===== src/rtl/airi5c_minmax_unit.sv =====
// FP MIN/MAX with optional output stage and streaming reduction against an accumulator.
// Latency 1 cycle (PIPE=0) or 2 (PIPE=1); no backpressure, one op per cycle, kill clears all state.
module airi5c_minmax_unit #(
  parameter int FLEN  = 32,
  parameter int PIPE  = 0,
  parameter int CNT_W = 8
) (
  input  logic             clk,
  input  logic             n_reset,
  input  logic             kill,
  input  logic             load,
  input  logic             op_min,
  input  logic             op_max,
  input  logic             reduce,
  input  logic             first,
  input  logic [FLEN-1:0]  a,
  input  logic [FLEN-1:0]  b,
  output logic [FLEN-1:0]  float_out,
  output logic             IV,
  output logic             IV_acc,
  output logic [CNT_W-1:0] elem_cnt,
  output logic             ready
);

  localparam int EXP_W = (FLEN == 64) ? 11 : 8;
  localparam int MAN_W = FLEN - 1 - EXP_W;
  localparam logic [FLEN-1:0]  CNAN    = {1'b0, {EXP_W{1'b1}}, 1'b1, {(MAN_W-1){1'b0}}};
  localparam logic [CNT_W-1:0] CNT_ONE = {{(CNT_W-1){1'b0}}, 1'b1};

  function automatic logic is_nan(input logic [FLEN-1:0] x);
    return (&x[FLEN-2:MAN_W]) && (|x[MAN_W-1:0]);
  endfunction

  function automatic logic is_snan(input logic [FLEN-1:0] x);
    return is_nan(x) && !x[MAN_W-1];
  endfunction

  // Total order on non-NaN values; a sign difference alone decides, so -0 < +0.
  function automatic logic lt(input logic [FLEN-1:0] x, input logic [FLEN-1:0] y);
    if (x[FLEN-1] != y[FLEN-1])
      return x[FLEN-1];
    else if (x[FLEN-1])
      return x[FLEN-2:0] > y[FLEN-2:0];
    else
      return x[FLEN-2:0] < y[FLEN-2:0];
  endfunction

  function automatic logic [FLEN-1:0] pair(input logic [FLEN-1:0] x,
                                           input logic [FLEN-1:0] y,
                                           input logic            sel_min);
    logic x_lt_y;
    x_lt_y = lt(x, y);
    if (is_nan(x) && is_nan(y))
      return CNAN;
    else if (is_nan(x))
      return y;
    else if (is_nan(y))
      return x;
    else if (sel_min)
      return x_lt_y ? x : y;
    else
      return x_lt_y ? y : x;
  endfunction

  logic [FLEN-1:0]  acc;
  logic             acc_valid;
  logic [FLEN-1:0]  x_opnd;
  logic             acc_start;
  logic             valid_op;
  logic [FLEN-1:0]  res;
  logic             res_iv;
  logic [FLEN-1:0]  res1;
  logic             iv1;
  logic             rdy1;
  logic             iv_acc_q;
  logic [CNT_W-1:0] cnt_q;

  always_comb begin
    x_opnd    = reduce ? acc : b;
    acc_start = reduce && (first || !acc_valid);
    valid_op  = op_min || op_max;
    res       = pair(a, x_opnd, op_min);
    res_iv    = is_snan(a) | is_snan(x_opnd);
    if (acc_start) begin
      res    = is_nan(a) ? CNAN : a;
      res_iv = is_snan(a);
    end
  end

  // Accumulator and counters live in the first stage so back-to-back reduce loads see the new acc.
  always_ff @(posedge clk or negedge n_reset) begin
    if (!n_reset) begin
      res1      <= '0;
      iv1       <= 1'b0;
      rdy1      <= 1'b0;
      acc       <= '0;
      acc_valid <= 1'b0;
      iv_acc_q  <= 1'b0;
      cnt_q     <= '0;
    end else if (kill) begin
      res1      <= '0;
      iv1       <= 1'b0;
      rdy1      <= 1'b0;
      acc       <= '0;
      acc_valid <= 1'b0;
      iv_acc_q  <= 1'b0;
      cnt_q     <= '0;
    end else if (load && valid_op) begin
      res1 <= res;
      iv1  <= res_iv;
      rdy1 <= 1'b1;
      if (reduce) begin
        acc       <= res;
        acc_valid <= 1'b1;
        iv_acc_q  <= acc_start ? res_iv : (iv_acc_q | res_iv);
        cnt_q     <= acc_start ? CNT_ONE : ((&cnt_q) ? cnt_q : cnt_q + CNT_ONE);
      end
    end else if (load) begin
      res1 <= '0;
      iv1  <= 1'b0;
      rdy1 <= 1'b0;
    end else begin
      rdy1 <= 1'b0;
    end
  end

  assign IV_acc   = iv_acc_q;
  assign elem_cnt = cnt_q;

  generate
    if (PIPE != 0) begin : g_pipe
      logic [FLEN-1:0] res2;
      logic            iv2;
      logic            rdy2;

      // Stage 1 holds between results, so tracking it every cycle preserves hold behaviour.
      always_ff @(posedge clk or negedge n_reset) begin
        if (!n_reset) begin
          res2 <= '0;
          iv2  <= 1'b0;
          rdy2 <= 1'b0;
        end else if (kill) begin
          res2 <= '0;
          iv2  <= 1'b0;
          rdy2 <= 1'b0;
        end else begin
          res2 <= res1;
          iv2  <= iv1;
          rdy2 <= rdy1;
        end
      end

      assign float_out = res2;
      assign IV        = iv2;
      assign ready     = rdy2;
    end else begin : g_nopipe
      assign float_out = res1;
      assign IV        = iv1;
      assign ready     = rdy1;
    end
  endgenerate

endmodule


===== config.mk =====
export PLATFORM = sky130hd
export DESIGN_NAME = airi5c_minmax_unit
export DESIGN_NICKNAME = d
export VERILOG_FILES = /design/src/rtl/airi5c_minmax_unit.sv
export SDC_FILE = /design/constraint.sdc
export NUM_CORES = 1
export LEC_CHECK = 0
export BUFFER_PORTS_ARGS = -buffer_cell sky130_fd_sc_hd__buf_2
export CAP_MARGIN = 25
export CORE_AREA = 5 5 105 107
export CTS_CLUSTER_DIAMETER = 80
export DETAILED_ROUTE_END_ITERATION = 8
export DIE_AREA = 0 0 110 112
export PLACE_DENSITY = 0.75
export SLEW_MARGIN = 20
export SYNTH_ARGS = -nofsm -noshare
export SYNTH_HDL_FRONTEND = slang
export SYNTH_SLANG_ARGS = --single-unit

===== constraint.sdc =====
create_clock -name clk -period 3 [get_ports clk]
set_input_delay 0.3 -clock clk [delete_from_list [all_inputs] [get_ports clk]]
set_output_delay 0.3 -clock clk [all_outputs]
set_load 0.02 [all_outputs]

==> flow_summary.yaml <==
place:
  place_congestion: 0.941
  place_hpwl_um: 11200
  place_area_um2: 6050
  port_buffers: 114
worst_setup_path:
  crit_family: "compound AO/OA/AOI/OAI gates"
  reg2regPathDepth: 12
  cpPeakStageDelay_ps: 460
  endpoint_kind: "register"
  path_max_fanout: 11
  cp_data_arrival_time_ps: 3410
  critical_path_depth: 12
  crit_chain: "mux2i_2, ha_1, nand4_1, nor4_4, a211oi_2, o21ai_2, a221o_2, or4_4, nand4_1, buf_4, buf_12, o221ai_2"
  required_ps: 3230
  path_buf_inv: 2
  cpMostUsedCell: "nand4_1"
  r2r_slack_ps: -170
  critPathKind: "register to register"
  cp-start-kind: "register"
  critPathSlowestCell: "or4_4"
synth:
  yosysUniqueCellTypes: 52
  synth-seq-area-share_pct: 40.3
  ys.flop_type: "dfrtp_1"
  synth_warnings: 0
  synth.area.top_cells: "dfrtp_1, ha_1, mux2i_1, nand2_1, o221ai_1"
  avgSynthCellArea_um2: 9.58
  synth.most_common_cell: "dfrtp_1"
  synth_area_um2: 4710
  synth_fp_nets: 596
  synth_area_leader_cell: "dfrtp_1"
  ys_async_sr_fraction_pct: 100
  netlist_top_cells_count: "dfrtp_1, nand2_1, mux2i_1, ha_1, inv_1"
  synth_edf_count: 0
  synthCells: 492
  yosysTopAreaCellShare_pct: 40.3
  ys_ff_latch: 76
routing:
  highest_layer: "met4"
  drtPass1Iterations: 7
  wire_per_inst_um: 18.8
  num_vias: 4882
  dr_wl_met3_um: 1100
  drc: 0
  wl_um: 15500
  initialDrtViolationCount: 289
  met1Wirelength_um: 6520
  via_per_inst: 5.91
  dr_wl_met2_um: 7540
  ant_nets: 0
grt:
  grt_usage_pct: 25.5
  grt_pass1_vias: 5081
  grt_max_degree: 77
  grt_pass1_wl_um: 24800
  overflow: 0
  antenna_found_initial: 0
power:
  power_density_nw_per_um2: 403
  switching_share_pct: 32.6
  comb_power_share_pct: 28.7
  ir_drop_mv: 0.240
  p_sw_uw: 871
  cellLeakagePower_uw: 0.00324
  internal_power_uw: 1800
  pwr-share-seq_pct: 41.7
  power_frac_clock_pct: 29.5
sta:
  rsz0062_at_grt: "yes"
  layout_min_cycle_time_ps: 3170
  max-slew-margin-rel_pct: 51.2
  tightest_slew_ps: 731
  fin_worst_skew_ps: 12.1
  post-route-period-util_pct: 106
  setup_violations: 62
  hold_viol: 0
  setup_ws_ps: -173
  fmax_mhz: 315
  slew_viol_final: 0
  fin_tns_setup_ps: -8200
cells_and_area:
  multi_input_area_um2: 2870
  final_core_util_pct: 65.8
  antenna_cells: 0
  finalNetCount: 789
  fillCellCount: 831
  drive_above_1_share_pct: 40.9
  finalInstanceArea_um2: 6620
  area_growth_pct: 40.3
  layout.area.seq_um2: 1900
run_status:
  violations: "negative setup slack"
  status: "finished with violations"
cts:
  cts_made_buffers: 9
  clock_latency_ps: 360
  cts_tree: "done"
  htree_num_levels: 3
  path_clk_slew_ps: 90
  clkSinkCount: 76
  cts_root_buf: "clkbuf_8"
  cts_buffer_depth: 2
die:
  io_pins: 115
  num_rows: 37
  die_area_um2: 12300
  die_w_um: 110
  die_h_um: 112
  start_util_pct: 46.9
  core_um2: 10000
worst_hold_path:
  min_path_type: "primary input to register"
  whs_path_depth: 2
job:
  cap_violations: 0
-- power groups by stage --
stage / clock, uW / sequential [uW] / combinational (uW)
after floorplan: 0 / 1170 / 344
after global placement: 0 / 1130 / 660
after detailed placement: 0 / 1130 / 674
after CTS: 801 / 1110 / 726
after global routing: 842 / 1120 / 831
final: 789 / 1110 / 767
-- per-layer routing --
metal / track usage, % / vias up
met5: 0 / -
met4: 8.73 / 0
met3: 3.88 / 37
met2: 41.9 / 238
met1: 33.9 / 2354
li1: - / 2253
-- cell families after synthesis --
logic type	share of synthesized area, %
flops	40.3
simple gates	18.9
mux	7.32
buf+inv	5.20
xor+xnor	0.743
fa+ha+maj	8.49
compound gates	19.0
-- per-stage QoR --
step	hold WS [ps]	cells	power, uW	setup WS (ps)
2_1_floorplan	4.41	492	1510	-562
3_3_place_gp	459	792	1790	-484
3_5_place_dp	461	792	1800	-672
4_1_cts	127	820	2640	-55.2
5_1_grt	237	826	2800	-301
6_report	228	826	2670	-173
-- flip-flops by register name, summed over array words and instances (netlist names) --
signal,count
IV,1
float_out,32
acc,32
IV_acc,1
elem_cnt,8
acc_valid,1
ready,1
-- placed cells by master, fill, tap and decap left out, drive strengths merged, types with 2 or more instances in the layout --
cell type,instances
buf,206
dfrtp,76
nand2,64
mux2i,33
ha,32
inv,27
nor2,25
o221ai,22
nand4,21
a22o,20
o31ai,19
nor4,16
o21ai,15
a21oi,13
nor3,13
clkbuf,9
nand3,9
and4,8
clkinv,7
o211ai,6
or3,5
xor2,4
a211oi,4
and3,4
and2,3
nand2b,3
a21o,2
o21a,2
or2,2
-- what timing repair did --
action	4_1_cts	5_1_grt
gates cloned	1	1
setup endpoints to repair	62	62
pin swaps	4	10
hold buffers	0	1
resized for setup	29	17
buffers inserted	11	4
endpoints found under the hold margin	0	36
-- path summary, 6_finish.rpt --
path	from	end
worst max-delay path	acc[29]	float_out[4]
worst min-delay path	a[7]	acc[7]
worst max register to register	acc[29]	float_out[4]
worst min register to register	float_out[26]	float_out[26]
max in group asynchronous	n_reset	acc[5]
min in group asynchronous	n_reset	float_out[23]
-- cell type report --
type	count	share of cell area [%]
clock buffer	9	1.87
clock inverter	7	1.02
inverter	28	1.59
multi-input combinational	362	43.4
sequential	76	28.7
tap	136	2.57
timing repair buffer	208	20.8
Note: power is estimated with default switching activity, not from simulation.
